`src/rtl/exec_core_pkg.sv`:
```
// exec_core_pkg: shared types and constants for the exec_core execution unit.
//   fn_e    - function select encoding carried on the 4-bit fn input
//   state_e - sequencer states (IDLE -> RD -> EX -> WB -> IDLE)
//   FLG_*   - bit positions inside the 4-bit flag register
package exec_core_pkg;

  typedef enum logic [3:0] {
    FN_MOV = 4'd0,
    FN_LDI = 4'd1,
    FN_ADD = 4'd2,
    FN_SUB = 4'd3,
    FN_AND = 4'd4,
    FN_OR  = 4'd5,
    FN_XOR = 4'd6,
    FN_SHL = 4'd7,
    FN_SHR = 4'd8,
    FN_CMP = 4'd9,
    FN_INC = 4'd10,
    FN_ADC = 4'd11,
    FN_MUL = 4'd12
  } fn_e;

  typedef enum logic [1:0] {
    ST_IDLE,
    ST_RD,
    ST_EX,
    ST_WB
  } state_e;

  localparam int FLG_ZERO  = 0;
  localparam int FLG_GT    = 1;
  localparam int FLG_SHIFT = 2;
  localparam int FLG_CARRY = 3;

endpackage

```
`src/rtl/exec_core_if.sv`:
```
// exec_core_if: request/response and debug-read signals of exec_core.
//   start, fn, op1, op2, op3, imm   request from the controller
//   busy, done, err, flags, result  status back to the controller
//   dbg_addr / dbg_data             combinational register read-back
// AW must equal $clog2(NREGS) of the attached exec_core.
// Modports: master (controller / bench), slave (exec_core).
interface exec_core_if #(
  parameter int WIDTH = 8,
  parameter int AW    = 3
);
  logic             start;
  logic [3:0]       fn;
  logic [AW-1:0]    op1;
  logic [AW-1:0]    op2;
  logic [AW-1:0]    op3;
  logic [WIDTH-1:0] imm;
  logic             busy;
  logic             done;
  logic             err;
  logic [3:0]       flags;
  logic [WIDTH-1:0] result;
  logic [AW-1:0]    dbg_addr;
  logic [WIDTH-1:0] dbg_data;

  modport master (
    output start, fn, op1, op2, op3, imm, dbg_addr,
    input  busy, done, err, flags, result, dbg_data
  );

  modport slave (
    input  start, fn, op1, op2, op3, imm, dbg_addr,
    output busy, done, err, flags, result, dbg_data
  );
endinterface

```
`src/rtl/exec_core_alu.sv`:
```
// exec_core_alu: combinational ALU for exec_core.
//   a, b      captured source operands
//   imm       latched immediate (LDI)
//   fn        function select (fn_e encoding)
//   flags_in  current flag register (carry-in for ADC, unchanged bits pass through)
//   result    computed value, truncated to WIDTH
//   flags_out next flag register value
//   write_en  operation writes the destination register
//   illegal   fn selects no legal operation (13-15, or 12 when MUL is disabled)
// Optional feature: EXEC_CORE_MUL_EN enables fn=12 (MUL); otherwise MUL is illegal.
module exec_core_alu
  import exec_core_pkg::*;
#(
  parameter int WIDTH = 8
) (
  input  logic [WIDTH-1:0] a,
  input  logic [WIDTH-1:0] b,
  input  logic [WIDTH-1:0] imm,
  input  logic [3:0]       fn,
  input  logic [3:0]       flags_in,
  output logic [WIDTH-1:0] result,
  output logic [3:0]       flags_out,
  output logic             write_en,
  output logic             illegal
);

  fn_e              fn_sel;
  logic [WIDTH:0]   sum;
`ifdef EXEC_CORE_MUL_EN
  logic [2*WIDTH-1:0] prod;
`endif

  assign fn_sel = fn_e'(fn);

  always_comb begin
    result    = '0;
    flags_out = flags_in;
    write_en  = 1'b1;
    illegal   = 1'b0;
    sum       = '0;
`ifdef EXEC_CORE_MUL_EN
    prod      = '0;
`endif
    case (fn_sel)
      FN_MOV: result = a;
      FN_LDI: result = imm;
      FN_ADD: begin
        sum    = {1'b0, a} + {1'b0, b};
        result = sum[WIDTH-1:0];
        flags_out[FLG_CARRY] = sum[WIDTH];
      end
      FN_SUB: begin
        // the extended ninth bit of the difference is exactly the borrow (a < b)
        sum    = {1'b0, a} - {1'b0, b};
        result = sum[WIDTH-1:0];
        flags_out[FLG_CARRY] = sum[WIDTH];
      end
      FN_AND: result = a & b;
      FN_OR:  result = a | b;
      FN_XOR: result = a ^ b;
      FN_SHL: begin
        result = {a[WIDTH-2:0], 1'b0};
        flags_out[FLG_SHIFT] = a[WIDTH-1];
      end
      FN_SHR: begin
        result = {1'b0, a[WIDTH-1:1]};
        flags_out[FLG_SHIFT] = a[0];
      end
      FN_CMP: begin
        write_en = 1'b0;
        flags_out[FLG_GT] = (a > b);
      end
      FN_INC: begin
        sum    = {1'b0, a} + {{WIDTH{1'b0}}, 1'b1};
        result = sum[WIDTH-1:0];
        flags_out[FLG_CARRY] = sum[WIDTH];
      end
      FN_ADC: begin
        sum    = {1'b0, a} + {1'b0, b} + {{WIDTH{1'b0}}, flags_in[FLG_CARRY]};
        result = sum[WIDTH-1:0];
        flags_out[FLG_CARRY] = sum[WIDTH];
      end
`ifdef EXEC_CORE_MUL_EN
      FN_MUL: begin
        prod   = {{WIDTH{1'b0}}, a} * {{WIDTH{1'b0}}, b};
        result = prod[WIDTH-1:0];
        flags_out[FLG_CARRY] = (prod[2*WIDTH-1:WIDTH] != '0);
      end
`endif
      default: begin
        write_en = 1'b0;
        illegal  = 1'b1;
      end
    endcase

    // CMP derives zero from equality; MOV/LDI/illegal leave it alone
    if (fn_sel == FN_CMP) begin
      flags_out[FLG_ZERO] = (a == b);
    end else if (write_en && fn_sel != FN_MOV && fn_sel != FN_LDI) begin
      flags_out[FLG_ZERO] = (result == '0);
    end
  end

endmodule

```
`src/rtl/exec_core.sv`:
```
// exec_core: register file + ALU behind a start/done handshake.
//   clock     rising-edge clock
//   reset     asynchronous active-high reset
//   bus       exec_core_if slave: start/fn/op1/op2/op3/imm in,
//             busy/done/err/flags/result out, dbg_addr in / dbg_data out
// Every operation takes IDLE -> RD -> EX -> WB -> IDLE; done/err are registered
// so they pulse in the cycle after WB, when the core is already back in IDLE.
// Optional feature: EXEC_CORE_MUL_EN (see exec_core_alu) enables MUL.
module exec_core
  import exec_core_pkg::*;
#(
  parameter int WIDTH = 8,
  parameter int NREGS = 8
) (
  input logic        clock,
  input logic        reset,
  exec_core_if.slave bus
);

  localparam int AW = $clog2(NREGS);

  state_e           state;
  state_e           state_next;
  logic             accept;
  logic [3:0]       fn_q;
  logic [AW-1:0]    op1_q;
  logic [AW-1:0]    op2_q;
  logic [AW-1:0]    op3_q;
  logic [WIDTH-1:0] imm_q;
  logic [WIDTH-1:0] a_q;
  logic [WIDTH-1:0] b_q;
  logic [WIDTH-1:0] result_q;
  logic [3:0]       flags_q;
  logic             wr_q;
  logic             illegal_q;
  logic             done_q;
  logic             err_q;
  logic [WIDTH-1:0] regs [NREGS];

  logic [WIDTH-1:0] alu_result;
  logic [3:0]       alu_flags;
  logic             alu_write;
  logic             alu_illegal;

  always_ff @(posedge clock or posedge reset) begin
    if (reset) state <= ST_IDLE;
    else       state <= state_next;
  end

  // start is only looked at in IDLE, so holding it through an operation is harmless
  always_comb begin
    state_next = state;
    accept     = 1'b0;
    case (state)
      ST_IDLE: begin
        if (bus.start) begin
          accept     = 1'b1;
          state_next = ST_RD;
        end
      end
      ST_RD:   state_next = ST_EX;
      ST_EX:   state_next = ST_WB;
      ST_WB:   state_next = ST_IDLE;
      default: state_next = ST_IDLE;
    endcase
  end

  // result only moves on writing operations so it holds the last written value
  always_ff @(posedge clock or posedge reset) begin
    if (reset) begin
      fn_q      <= '0;
      op1_q     <= '0;
      op2_q     <= '0;
      op3_q     <= '0;
      imm_q     <= '0;
      a_q       <= '0;
      b_q       <= '0;
      result_q  <= '0;
      flags_q   <= '0;
      wr_q      <= 1'b0;
      illegal_q <= 1'b0;
      done_q    <= 1'b0;
      err_q     <= 1'b0;
    end else begin
      done_q <= (state == ST_WB);
      err_q  <= (state == ST_WB) && illegal_q;
      if (accept) begin
        fn_q  <= bus.fn;
        op1_q <= bus.op1;
        op2_q <= bus.op2;
        op3_q <= bus.op3;
        imm_q <= bus.imm;
      end
      if (state == ST_RD) begin
        a_q <= regs[op1_q];
        b_q <= regs[op2_q];
      end
      if (state == ST_EX) begin
        flags_q   <= alu_flags;
        wr_q      <= alu_write;
        illegal_q <= alu_illegal;
        if (alu_write) result_q <= alu_result;
      end
    end
  end

  always_ff @(posedge clock or posedge reset) begin
    if (reset) begin
      for (int i = 0; i < NREGS; i++) regs[i] <= '0;
    end else if (state == ST_WB && wr_q) begin
      regs[op3_q] <= result_q;
    end
  end

  exec_core_alu #(.WIDTH(WIDTH)) u_alu (
    .a         (a_q),
    .b         (b_q),
    .imm       (imm_q),
    .fn        (fn_q),
    .flags_in  (flags_q),
    .result    (alu_result),
    .flags_out (alu_flags),
    .write_en  (alu_write),
    .illegal   (alu_illegal)
  );

  assign bus.busy     = (state != ST_IDLE);
  assign bus.done     = done_q;
  assign bus.err      = err_q;
  assign bus.flags    = flags_q;
  assign bus.result   = result_q;
  assign bus.dbg_data = regs[bus.dbg_addr];

endmodule
```
`src/flat_wrapper.sv`:
```
// flat-port wrapper written by rule: the top's interface ports become plain ports
module exec_core_flat import exec_core_pkg::*;
#(
  parameter int WIDTH = 8,
  parameter int NREGS = 8
)
  (clock, reset, bus_start, bus_fn, bus_op1, bus_op2, bus_op3, bus_imm, bus_dbg_addr, bus_busy, bus_done, bus_err, bus_flags, bus_result, bus_dbg_data);
  exec_core_if #(.WIDTH(WIDTH)) bus_i ();
  input logic clock;
  input logic reset;
  input wire logic [$bits(bus_i.start)-1:0] bus_start;
  input wire logic [$bits(bus_i.fn)-1:0] bus_fn;
  input wire logic [$bits(bus_i.op1)-1:0] bus_op1;
  input wire logic [$bits(bus_i.op2)-1:0] bus_op2;
  input wire logic [$bits(bus_i.op3)-1:0] bus_op3;
  input wire logic [$bits(bus_i.imm)-1:0] bus_imm;
  input wire logic [$bits(bus_i.dbg_addr)-1:0] bus_dbg_addr;
  output wire logic [$bits(bus_i.busy)-1:0] bus_busy;
  output wire logic [$bits(bus_i.done)-1:0] bus_done;
  output wire logic [$bits(bus_i.err)-1:0] bus_err;
  output wire logic [$bits(bus_i.flags)-1:0] bus_flags;
  output wire logic [$bits(bus_i.result)-1:0] bus_result;
  output wire logic [$bits(bus_i.dbg_data)-1:0] bus_dbg_data;
  assign bus_i.start = bus_start;
  assign bus_i.fn = bus_fn;
  assign bus_i.op1 = bus_op1;
  assign bus_i.op2 = bus_op2;
  assign bus_i.op3 = bus_op3;
  assign bus_i.imm = bus_imm;
  assign bus_i.dbg_addr = bus_dbg_addr;
  assign bus_busy = bus_i.busy;
  assign bus_done = bus_i.done;
  assign bus_err = bus_i.err;
  assign bus_flags = bus_i.flags;
  assign bus_result = bus_i.result;
  assign bus_dbg_data = bus_i.dbg_data;
  exec_core #(.WIDTH(WIDTH), .NREGS(NREGS)) u_core (.clock(clock), .reset(reset), .bus(bus_i));
endmodule
```
`config.mk`:
```
export PLATFORM = sky130hd
export DESIGN_NAME = exec_core_flat
export DESIGN_NICKNAME = d
export VERILOG_FILES = /design/src/rtl/exec_core_pkg.sv /design/src/rtl/exec_core_if.sv /design/src/rtl/exec_core_alu.sv /design/src/rtl/exec_core.sv /design/src/flat_wrapper.sv
export SDC_FILE = /design/constraint.sdc
export NUM_CORES = 1
export LEC_CHECK = 0
export BUFFER_PORTS_ARGS = -buffer_cell sky130_fd_sc_hd__buf_2
export CAP_MARGIN = 0
export CORE_MARGIN = 4
export CORE_UTILIZATION = 35
export DETAILED_ROUTE_END_ITERATION = 12
export SLEW_MARGIN = 10
export SYNTH_ARGS = -nofsm -noshare
export SYNTH_HDL_FRONTEND = slang
export SYNTH_SLANG_ARGS = --single-unit
```
`constraint.sdc`:
```
create_clock -name clock -period 4.3 [get_ports clock]
set_clock_uncertainty 0.1 [all_clocks]
set_input_delay 0.86 -clock clock [delete_from_list [all_inputs] [get_ports clock]]
set_output_delay 0.86 -clock clock [all_outputs]
set_load 0.01 [all_outputs]
```
; Word-level counts from Yosys, hierarchy flattened
; Index checks and enable logic that the tools add are counted.
[word_totals]
rom_bits = 0
mem_bits_rw = 0
latchBits = 0
output_inout_bits = 23
in_bits = 27
ff_bits = 119
word_cells = 102
n_memories = 0
[classes]
reduce_logical = 20
div_mod_pow = 0
mul = 0
n_mux = 23
n_shift = 0
order_cmp = 6
n_addsub = 4
bitwise = 7
eq_ne = 17
[op_table]
columns = cell, n
row1 = $pmux W8 S11, 1
row2 = $bmux W8 S3, 3
row3 = $bwmux W64, 1
row4 = $mux W8, 7
row5 = $demux W8 S3, 1
row6 = $eq A4 B3 Y1 const B, 4
row7 = $eq A4 B4 Y1 const B, 4
row8 = $ge A4 B4 Y1 const B, 4
row9 = $not A3 Y4, 4
row10 = $reduce_or A12 Y1, 1
row11 = $reduce_or A11 Y1, 1
row12 = $reduce_and A2 Y1, 5
row13 = $add A8 B1 Y9 const B, 1
row14 = $add A8 B8 Y9, 1
row15 = $add A9 B1 Y9, 1
row16 = $sub A8 B8 Y9, 1
row17 = $and A8 B8 Y8, 1
row18 = $eq A4 B2 Y1 const B, 2
row19 = $eq A8 B8 Y1, 1
row20 = $gt A8 B8 Y1, 1
row21 = $logic_not A8 Y1, 1
row22 = $or A8 B8 Y8, 1
row23 = $pmux W2 S4, 1
row24 = $reduce_bool A4 Y1, 2
row25 = other kinds (15), 27

; Depth between registers and ports, before layout
; Gate-level depths: netlist of the first run.
[logic_depth]
word_depth = 7
ltp_mapped = 13
ltp_nobuf = 12

; Cells and area by module
; A second synthesis of the first run with hierarchy kept.
[hier_totals]
cells_unflattened = 775
hier_area_um2 = 8465.6
[modules_own_cells]
columns = module, n_inst, cells_per_inst, area_per_inst_um2
row1 = exec_core, 1, 451, 6202.2
row2 = exec_core_alu, 1, 324, 2263.4

; Worst setup path before layout of the first run
; Ideal clock, no wire load.
[synth_timing]
path_kind = input to output
start = input port bus_dbg_addr[0]
end = output port bus_dbg_data[0]
path_slack_ns = 0.730
path_stages = 4
n_path_buf = 2
t_arrival_ns = 2.610
required_time_ns = 3.340
path_cell_list = clkbuf_1 -> buf_1 -> mux4_2 -> mux2_2
[synth_via]
elab_chain_cells = 4
[synth_lines]
columns = item, line
row1 = start: declaration, flat_wrapper.sv:17  ; input wire logic [$bits(bus_i.dbg_addr)-1:0] bus_dbg_addr;
row2 = $not A3 Y4 (not written as such), exec_core.sv:132  ; assign bus.dbg_data = regs[bus.dbg_addr];
row3 = $bmux W8 S3, exec_core.sv:132
row4 = $mux W8 (not written as such) (2 in a row), exec_core.sv:132
row5 = end: declaration, flat_wrapper.sv:23  ; output wire logic [$bits(bus_i.dbg_data)-1:0] bus_dbg_data;
; Every way passes these cells. The select of a mux whose other input is x is not followed.

; Worst setup path after layout of the first run
[layout_timing]
start = register u_core.a_q[0]
end = register u_core.flags_q[0] (netlist: u_core.bus.flags[0])
[layout_via]
elab_chain_cells = 6
word_cells_on_any_way = 12
[layout_lines]
columns = item, line
row1 = start: declaration, exec_core.sv:30  ; logic [WIDTH-1:0] a_q;
row2 = start signal: assignment, exec_core.sv:95  ; a_q <= regs[op1_q];
row3 = $add A8 B8 Y9, "exec_core_alu.sv:48, exec_core_alu.sv:79"
row4 = $add A9 B1 Y9, exec_core_alu.sv:79  ; sum = {1'b0, a} + {1'b0, b} + {{WIDTH{1'b0}}, flags_in[FLG_CARRY]};
row5 = $pmux W8 S11, exec_core_alu.sv:44  ; case (fn_sel)
row6 = $logic_not A8 Y1, exec_core_alu.sv:100  ; flags_out[FLG_ZERO] = (result == '0);
row7 = $mux W1, exec_core_alu.sv:99  ; end else if (write_en && fn_sel != FN_MOV && fn_sel != FN_LDI) begin
row8 = $mux W1 (*), exec_core_alu.sv:97  ; if (fn_sel == FN_CMP) begin
row9 = end signal: assignment, exec_core.sv:99  ; flags_q <= alu_flags;
row10 = end: declaration, exec_core.sv:33  ; logic [3:0] flags_q;
; Every way passes the cells marked *; elsewhere a longest branch is shown, timed or not. The select of a mux whose other input is x is not followed.
; A chain may end at the register's enable or synchronous reset.

==> results of run 1 <==
## power by group
part	switching (uW)	internal (uW)	leakage [uW]	total, uW
clock network	541	871	0.000287	1410
registers	854	1600	0.00152	2450
logic	2060	1890	0.00213	3950
## cell families after synthesis
group           Yosys count  synth area share
simple gates            159            0.0971
xor+xnor                 18            0.0200
fa+ha+maj                34            0.0559
compound gates          123             0.103
buf+inv                  80            0.0408
flops                   119             0.378
mux                     168             0.305
## worst paths after layout
check,depth (start not counted),startpoint,end
setup / recovery,9,u_core.a_q[0]$_DFFE_PP0N_,u_core.bus.flags[0]$_DFFE_PP0P_
hold / removal,1,u_core.illegal_q$_DFFE_PP0P_,u_core.bus.err$_DFF_PP0_
setup reg to reg,9,u_core.a_q[0]$_DFFE_PP0N_,u_core.bus.flags[0]$_DFFE_PP0P_
hold reg to reg,1,u_core.illegal_q$_DFFE_PP0P_,u_core.bus.err$_DFF_PP0_
max in group asynchronous,3,reset,u_core.bus.result[4]$_DFFE_PP0P_
min in group asynchronous,2,reset,u_core.regs[40]$_DFFE_PP0P_
## routing by layer
layer	vias up	track usage
met2	253	0.278
met1	2940	0.229
met4	0	0.0768
met3	61	0.0372
met5	-	0
li1	2671	-
## placed cells by master, fill, tap and decap left out, drive strengths merged, types with 8 or more instances in the layout
cell type	n
ha	32
mux4	48
mux2i	21
clkinv	8
a21oi	43
clkbuf	18
nor3	10
o21ai	24
dfrtp	119
nand2	32
buf	55
mux2	99
inv	37
nor2	53
xnor2	12
and3	11
nand3	20
## cells in the mapped netlist, types with 3 or more instances
cell        n
and3_1     11
nand2b_1    4
inv_1      35
or4_1       3
a221oi_1    5
a22oi_1     6
o21ai_0    23
nand4_1     3
mux2_2     99
a21oi_1    42
nor3_1     10
nand3_1    20
nand2_1    32
buf_2      11
ha_1       32
xor2_1      6
a211oi_1    4
a31oi_1     5
mux2i_1    21
o211ai_1    6
xnor2_1    12
nor2b_1     6
nor2_1     53
mux4_2     48
dfrtp_1   119
or3_1       3
clkbuf_1   28
and2_1      4
buf_1       5
o22ai_1     5
nor4_1      3
## registers in the layout (all words and copies together), names as in the netlist, 3 cells and up
register and flops:
u_core.fn_q 4, u_core.op3_q 3, u_core.imm_q 8, u_core.op2_q 3
u_core.regs 64, u_core.op1_q 3, u_core.b_q 8, u_core.bus.result 8
u_core.a_q 8, u_core.bus.flags 4
## critical path: stages (launching register included)
cell and delay, ns:
dfrtp_1 0.48, ha_1 0.30, fa_1 0.51, a211oi_1 0.44, o31ai_1 0.15, nor4b_2 0.28
and3_1 0.19, o21ai_0 0.08, a221o_1 0.41, o41ai_2 0.33
## stage by stage
step                      instances  utilization  setup WS, ns  instance area (sq um)  hold slack [ns]
after detailed placement        991        0.380         0.972                   8340            0.385
after floorplan                 701            -         0.183                   7880            0.358
after global placement          991        0.380          1.03                   8340            0.392
after CTS                      1023        0.407         0.965                   8930            0.396
final                          1023        0.407         0.945                   8930            0.393
after global routing           1023        0.407         0.699                   8930            0.410
## cell type report
| cell class | instances | area [sq um] | area share |
|---|---|---|---|
| clock buffers | 18 | 439 | 0.0492 |
| clock inverters | 14 | 151 | 0.0169 |
| inverters | 35 | 134 | 0.0150 |
| multi-input cells | 502 | 4580 | 0.512 |
| flip-flops and latches | 119 | 2980 | 0.333 |
| well taps | 280 | 350 | 0.0392 |
| repair buffers | 55 | 303 | 0.0339 |
==> key figures, run 1 <==
Outcome
  • Run status: finished clean

Setup path
  • Crit. End Element: flop
  • Startpoint Class: flop
  • Required @ worst endpoint: 4.52 ns
  • CP Max Fanout: 10
  • Critical path class: flop to flop
  • Worst path arrival time: 3.57 ns
  • Worst R2R Setup Slack: 0.94 ns

Power
  • Total design power: 7820 uW
  • Standby leakage power: 0.00394 uW
  • Peak supply drop: 0.397 mV
  • Pwr dens: 875 nW/um^2

Detailed routing
  • Met3 wire length: 1250 um
  • Vias per cell: 5.79
  • DR top layer: met4
  • DRT antenna net count: 0
  • Wire per inst: 20.5 um
  • Post-Route M1 WL: 8940 um
  • Vias: 5925
  • Met2 WL: 10000 um
  • Wirelength, routed: 21000 um
  • Drt first pass iters: 5
  • DR iter-0 viols: 519
  • DRC: 0

Yosys
  • Ranking of synthesized cells by area: dfrtp_1 38%, mux2_2 14%, mux4_2 14%, ha_1 5.1%, a21oi_1 2.7%
  • #FFs+latches synth: 119
  • Area leader, netlist: dfrtp_1
  • Post-Syn Instances: 701
  • Mapped Area: 7880 sq um
  • Synth Warn #: 0
  • Asr flop ratio synth: 1.00
  • Sequential area share after synthesis: 0.378
  • Synth Flop Type: dfrtp_1
  • Number of synthesized flops with an enable pin: 0
  • Syn Area/Cell: 11.2 sq um
  • Count of cell types in the netlist: 59
  • Mapped Nets: 762
  • Area share of the largest cell type after synthesis: 0.378

STA
  • Max-slew violation count: 0
  • Setup_tns: 0 ns
  • Tcrit/Tclk final: 0.780
  • Final critical-path required period: 3.36 ns
  • Final setup viols: 0
  • Unrepaired setup endpoints after global routing: false
  • Worst Tran Pin Value: 1.12 ns
  • Fmax: 0.298 GHz
  • Slew margin rel.: 0.254
  • Final hold violation count: 0

Layout
  • Fillers: 2064
  • Area grow syn2layout: 13.4%
  • Share of cells above drive strength 1: 0.324
  • Final #Nets: 791
  • # diodes: 0

Clock tree
  • CTS buffer count: 17
  • H-tree Lvls: 4
  • # resized after CTS: 0
  • CTS clock-pin slew for the worst setup and hold paths: 0.06 ns
  • Max Root-Sink Buffers: 2
  • Postcts setup bufs: 0
  • Clk root buf: clkbuf_16
  • Clk_lat worst skew: 0.41 ns
  • Cts hold-fix bufs: 0
  • Clk sinks: 119
  • CTS tree: built

Floorplanning
  • # IOs: 50
  • Die width: 158 um
  • Starting density of the core: 0.359
  • Die H: 158 um
  • Num rows: 54
  • Placeable Area: 22000 sq um
  • Die area: 25000 sq um

GRT
  • Total Routing Usage GR: 0.174
  • Grt ovf: 0
  • Largest net degree at the start of global routing: 78
  • Vias in the first global route: 5987
  • First-pass GRT wire length: 33700 um
  • Initial antenna violation count: 0

Place
  • HPWL Detailed: 15200 um
  • Gpl congestion: 0.945
  • IO Port Bufs: 49

Run
  • Max cap viols: 0

Min path
  • Worst hold path type: flop to flop
No activity file was read; power rests on OpenSTA's default activity.
==> inputs of run 2 (changes only) <==
Clock period 4.3 ns to 3.5 ns, I/O delays scaled along.
==> run 2 against run 1 <==
Against the previous run: non-clock buffer count increased by 17; global-route usage increased by 0.90 points; power increased by 26%; clock-buffer cell count unchanged; worst hold slack got worse by 0.24 ns; setup slack got worse by 0.66 ns; wire length increased by 4.3%; sequential share of layout area decreased by 0.57 points; critical path type unchanged; highest routed layer unchanged.
==> key figures, run 2 (synthesis results as in run 1) <==
Outcome
  • Run status: finished clean

Layout
  • Largest register FFs: 64
  • Area grow syn2layout: 15.4%
  • Largest Register: u_core.regs
  • Final instance area: 9090 sq um
  • Most frequent cells in the layout: 119 x dfrtp_1, 99 x mux2_2, 53 x nor2_1, 49 x buf_2, 48 x mux4_2
  • Final #Nets: 808
  • Commonest non-fill, non-tap cell in the layout: dfrtp_1
  • Non-Filler Instances: 1040
  • # diodes: 0
  • Share of cells above drive strength 1: 0.338

Run
  • Max cap viols: 0

Clock tree
  • Cts hold-fix bufs: 0
  • Clk root buf: clkbuf_16
  • CTS tree: built
  • Max Root-Sink Buffers: 2
  • Postcts setup bufs: 0
  • CTS clock-pin slew for the worst setup and hold paths: 0.06 ns
  • H-tree Lvls: 4
  • Clk_lat worst skew: 0.42 ns
  • Clk sinks: 119
  • CTS buffer count: 17
  • # resized after CTS: 0

Floorplanning
  • Placeable Area: 22000 sq um
  • Starting density of the core: 0.359
  • Num rows: 54
  • # IOs: 50
  • Die area: 25000 sq um
  • Die H: 158 um
  • Die width: 158 um

Min path
  • Worst hold path type: primary input to async pin

Setup path
  • Startpoint Class: flop
  • CP Launch Point: u_core.b_q[0]$_DFFE_PP0N_
  • CP Max Fanout: 4
  • Required @ worst endpoint: 3.71 ns
  • Reg2reg start: u_core.b_q[0]$_DFFE_PP0N_
  • Crit. End Element: flop
  • Worst path arrival time: 3.42 ns
  • Critical path class: flop to flop

STA
  • Fmax: 0.311 GHz
  • Setup ws final: 0.289 ns
  • Unrepaired setup endpoints after global routing: false
  • Worst Tran Pin Value: 1.09 ns
  • Slew margin rel.: 0.271
  • Final setup viols: 0
  • Setup_tns: 0 ns
  • Tcrit/Tclk final: 0.917
  • Final hold violation count: 0
  • Final critical-path required period: 3.21 ns
  • Max-slew violation count: 0
  • Final hold slack: 0.148 ns

GRT
  • Grt ovf: 0
  • Total Routing Usage GR: 0.183
  • Vias in the first global route: 6119
  • Largest net degree at the start of global routing: 75
  • First-pass GRT wire length: 35200 um
  • Initial antenna violation count: 0

Place
  • Placed cell areas: 8480 sq um
  • HPWL Detailed: 15600 um
  • DP Worst Slack: 0.350 ns
  • Gpl congestion: 0.976
  • Placed insts: 1008
  • IO Port Bufs: 49

Detailed routing
  • DRT antenna net count: 0
  • DRC: 0
  • DR iter-0 viols: 544
  • Vias: 6010
  • Drt first pass iters: 5
  • Wire per inst: 21.0 um
  • Vias per cell: 5.78
  • Wirelength, routed: 21900 um

Power
  • Pwr dens: 1090 nW/um^2
  • Peak supply drop: 0.475 mV
  • Standby leakage power: 0.00403 uW
==> run 2: path summary, 6_finish.rpt <==
path                                              endpoint  slack (ns)  cells after the start
max                        u_core.bus.flags[0]$_DFFE_PP0P_        0.29                     11
min                            u_core.regs[40]$_DFFE_PP0P_        0.15                      2
max reg2reg                u_core.bus.flags[0]$_DFFE_PP0P_        0.29                     11
min reg2reg                       u_core.bus.err$_DFF_PP0_        0.39                      1
max in group asynchronous       u_core.fn_q[2]$_DFFE_PP0P_        2.45                      3
min in group clock                u_core.bus.err$_DFF_PP0_        0.39                      1
==> run 2: metal layers <==
metal  wire length (um)  up-vias  global-route usage  part of all wire
met1               9670     3020               0.251              0.44
met5                  0        -                   0                 0
met2              10400      237               0.292              0.48
met4                510        0              0.0597             0.023
met3               1290       49              0.0385             0.059
li1                   -     2704                   -                 -
==> run 2: per-stage QoR <==
step	power (uW)	utilization
final	9880	0.414
after detailed placement	7990	0.386
after global routing	10600	0.414
after CTS	9840	0.414
after global placement	7950	0.386
after floorplan	6450	-
==> run 2: final cells by class <==
type | instances | area, sq um
Tap cell | 280 | 350
Timing Repair Buffer | 72 | 443
Fill cell | 2091 | 12900
Multi-Input combinational cell | 502 | 4580
Clock inverter | 14 | 176
Sequential cell | 119 | 2980
Clock buffer | 18 | 429
Inverter | 35 | 135
==> run 2: critical path, stage by stage, from the launching register on <==
cell	delay, ns
dfrtp_1	0.41
ha_1	0.28
fa_1	0.53
ha_1	0.31
and3_1	0.17
a21oi_1	0.12
nor3_1	0.07
nor4_1	0.41
o211ai_1	0.19
a211oi_1	0.21
nand2_1	0.10
o41ai_2	0.20
==> run 2: where the power goes <==
part	leakage [uW]	internal (uW)	switching [uW]
clock	0.000291	1130	678
combinational	0.00221	2430	2820
sequential	0.00152	1970	860
==> inputs of run 3 (changes only) <==
Settings changed: REMOVE_ABC_BUFFERS set to 1.
==> run 3 against run 2 <==
Against the previous run: die area unchanged; cell area decreased by 0.54%; highest routed layer unchanged; non-clock buffer count decreased by 1; combinational power about the same; sequential power about the same; clock-buffer cell count increased by 2; first-iteration DRC count decreased by 10%.
==> key figures, run 3 (synthesis results as in run 1) <==
Outcome
  • Run status: finished clean

GRT
  • First-pass GRT wire length: 34300 um
  • Grt ovf: 0
  • Initial antenna violation count: 0
  • Largest net degree at the start of global routing: 64
  • Vias in the first global route: 5864
  • Total Routing Usage GR: 0.182

Clock tree
  • CTS buffer count: 17
  • CTS tree: built
  • H-tree Lvls: 4
  • Clk_lat worst skew: 0.42 ns
  • Clk sinks: 119
  • CTS clock-pin slew for the worst setup and hold paths: 0.06 ns
  • Max Root-Sink Buffers: 2
  • Clk root buf: clkbuf_16
  • Cts hold-fix bufs: 0
  • Postcts setup bufs: 0

Setup path
  • Crit-path cells: ha_1 > fa_1 > a211oi_1 > o31ai_1 > nor4b_2 > and3_1 > o21ai_0 > a221o_1 > o41ai_2
  • Critical path buffers and inverters: 0
  • Worst path arrival time: 3.51 ns
  • Required @ worst endpoint: 3.72 ns
  • Max stage delay cell, worst path: fa_1
  • Crit path max-delay family: compound AO/OA/AOI/OAI gates
  • Worst R2R Setup Slack: 0.21 ns
  • Crit. End Element: flop
  • Critical path class: flop to flop
  • CP peak stage delay: 0.53 ns
  • Startpoint Class: flop
  • CP Max Fanout: 4

Layout
  • # diodes: 0
  • Fillers: 2120
  • Share of cells above drive strength 1: 0.339
  • Area grow syn2layout: 14.8%
  • Largest register FFs: 64
  • Commonest non-fill, non-tap cell in the layout: dfrtp_1
  • Most frequent cells in the layout: 119 x dfrtp_1, 99 x mux2_2, 53 x nor2_1, 49 x buf_2, 48 x mux4_2
  • Largest Register: u_core.regs
  • Final #Nets: 807

STA
  • Final hold violation count: 0
  • Final critical-path required period: 3.29 ns
  • Setup_tns: 0 ns
  • Slew margin rel.: 0.311
  • Worst Tran Pin Value: 1.03 ns
  • Tcrit/Tclk final: 0.940
  • Max-slew violation count: 0
  • Unrepaired setup endpoints after global routing: false
  • Fmax: 0.304 GHz
  • Final setup viols: 0

Power
  • Total design power: 9760 uW
  • Standby leakage power: 0.00401 uW
  • Peak supply drop: 0.386 mV
  • Pwr dens: 1080 nW/um^2

Min path
  • Worst hold path type: primary input to async pin

Floorplanning
  • Starting density of the core: 0.359
  • Num rows: 54
  • # IOs: 50
  • Die width: 158 um
  • Die area: 25000 sq um
  • Die H: 158 um
  • Placeable Area: 22000 sq um

Detailed routing
  • Vias: 5955
  • Vias per cell: 5.73
  • DRC: 0
  • Wirelength, routed: 22200 um
  • Drt first pass iters: 5
  • DR iter-0 viols: 488
  • Wire per inst: 21.3 um
  • DRT antenna net count: 0

Place
  • IO Port Bufs: 49
  • HPWL Detailed: 15600 um
  • Gpl congestion: 0.970

Run
  • Max cap viols: 0
[run 3: cell types whose count changed in the layout (fill, tap and decap cells not counted), sizes merged]
cell,previous run,this run
buf,72,71
clkbuf,18,20
clkinv,7,4
inv,36,39
bufinv,3,1
[run 3: path summary, 6_finish.rpt]
| kind | start | cells past startpoint | end |
|---|---|---|---|
| min reg2reg | u_core.illegal_q$_DFFE_PP0P_ | 1 | u_core.bus.err$_DFF_PP0_ |
| max reg2reg | u_core.b_q[0]$_DFFE_PP0N_ | 9 | u_core.bus.flags[0]$_DFFE_PP0P_ |
| max in group asynchronous | reset | 3 | u_core.regs[51]$_DFFE_PP0P_ |
| max | u_core.b_q[0]$_DFFE_PP0N_ | 9 | u_core.bus.flags[0]$_DFFE_PP0P_ |
| min | reset | 2 | u_core.regs[33]$_DFFE_PP0P_ |
| min in group clock | u_core.illegal_q$_DFFE_PP0P_ | 1 | u_core.bus.err$_DFF_PP0_ |
[run 3: through the flow]
| step | instances | instance area [sq um] | hold slack [ns] | setup WS, ns | util |
|---|---|---|---|---|---|
| after global routing | 1039 | 9040 | 0.394 | 0.0839 | 0.412 |
| after floorplan | 656 | 7690 | 0.358 | -0.457 | - |
| final | 1039 | 9040 | 0.325 | 0.211 | 0.412 |
| after detailed placement | 1007 | 8460 | 0.390 | 0.246 | 0.385 |
| after global placement | 1007 | 8460 | 0.369 | 0.336 | 0.385 |
| after CTS | 1039 | 9030 | 0.358 | 0.219 | 0.411 |
[run 3: cell type report]
type                            instances  area, sq um  share of cell area
Tap cell                              280          350              0.0388
Multi-Input combinational cell        502         4580               0.507
Inverter                               35          134              0.0148
Clock inverter                         12          115              0.0127
Clock buffer                           20          457              0.0505
Timing Repair Buffer                   71          423              0.0468
Sequential cell                       119         2980               0.329
[run 3: repair_timing]
action,4_1_cts,5_1_grt
endpoints found under the setup margin,0,1
endpoints found under the hold margin,0,0
gates resized for setup,0,1
[run 3: metal layers]
layer	vias up	wire length, um	part of all wire	track usage
met3	40	1530	0.069	0.0366
met4	0	573	0.026	0.0658
li1	2701	-	-	-
met1	2956	9960	0.45	0.256
met2	258	10100	0.46	0.279
met5	-	0	0	0
[run 3: power by group]
group | total (uW) | internal, uW | switching [uW]
logic | 5230 | 2410 | 2820
clock network | 1700 | 1020 | 676
registers | 2830 | 1970 | 858
total | 9760 | 5400 | 4360
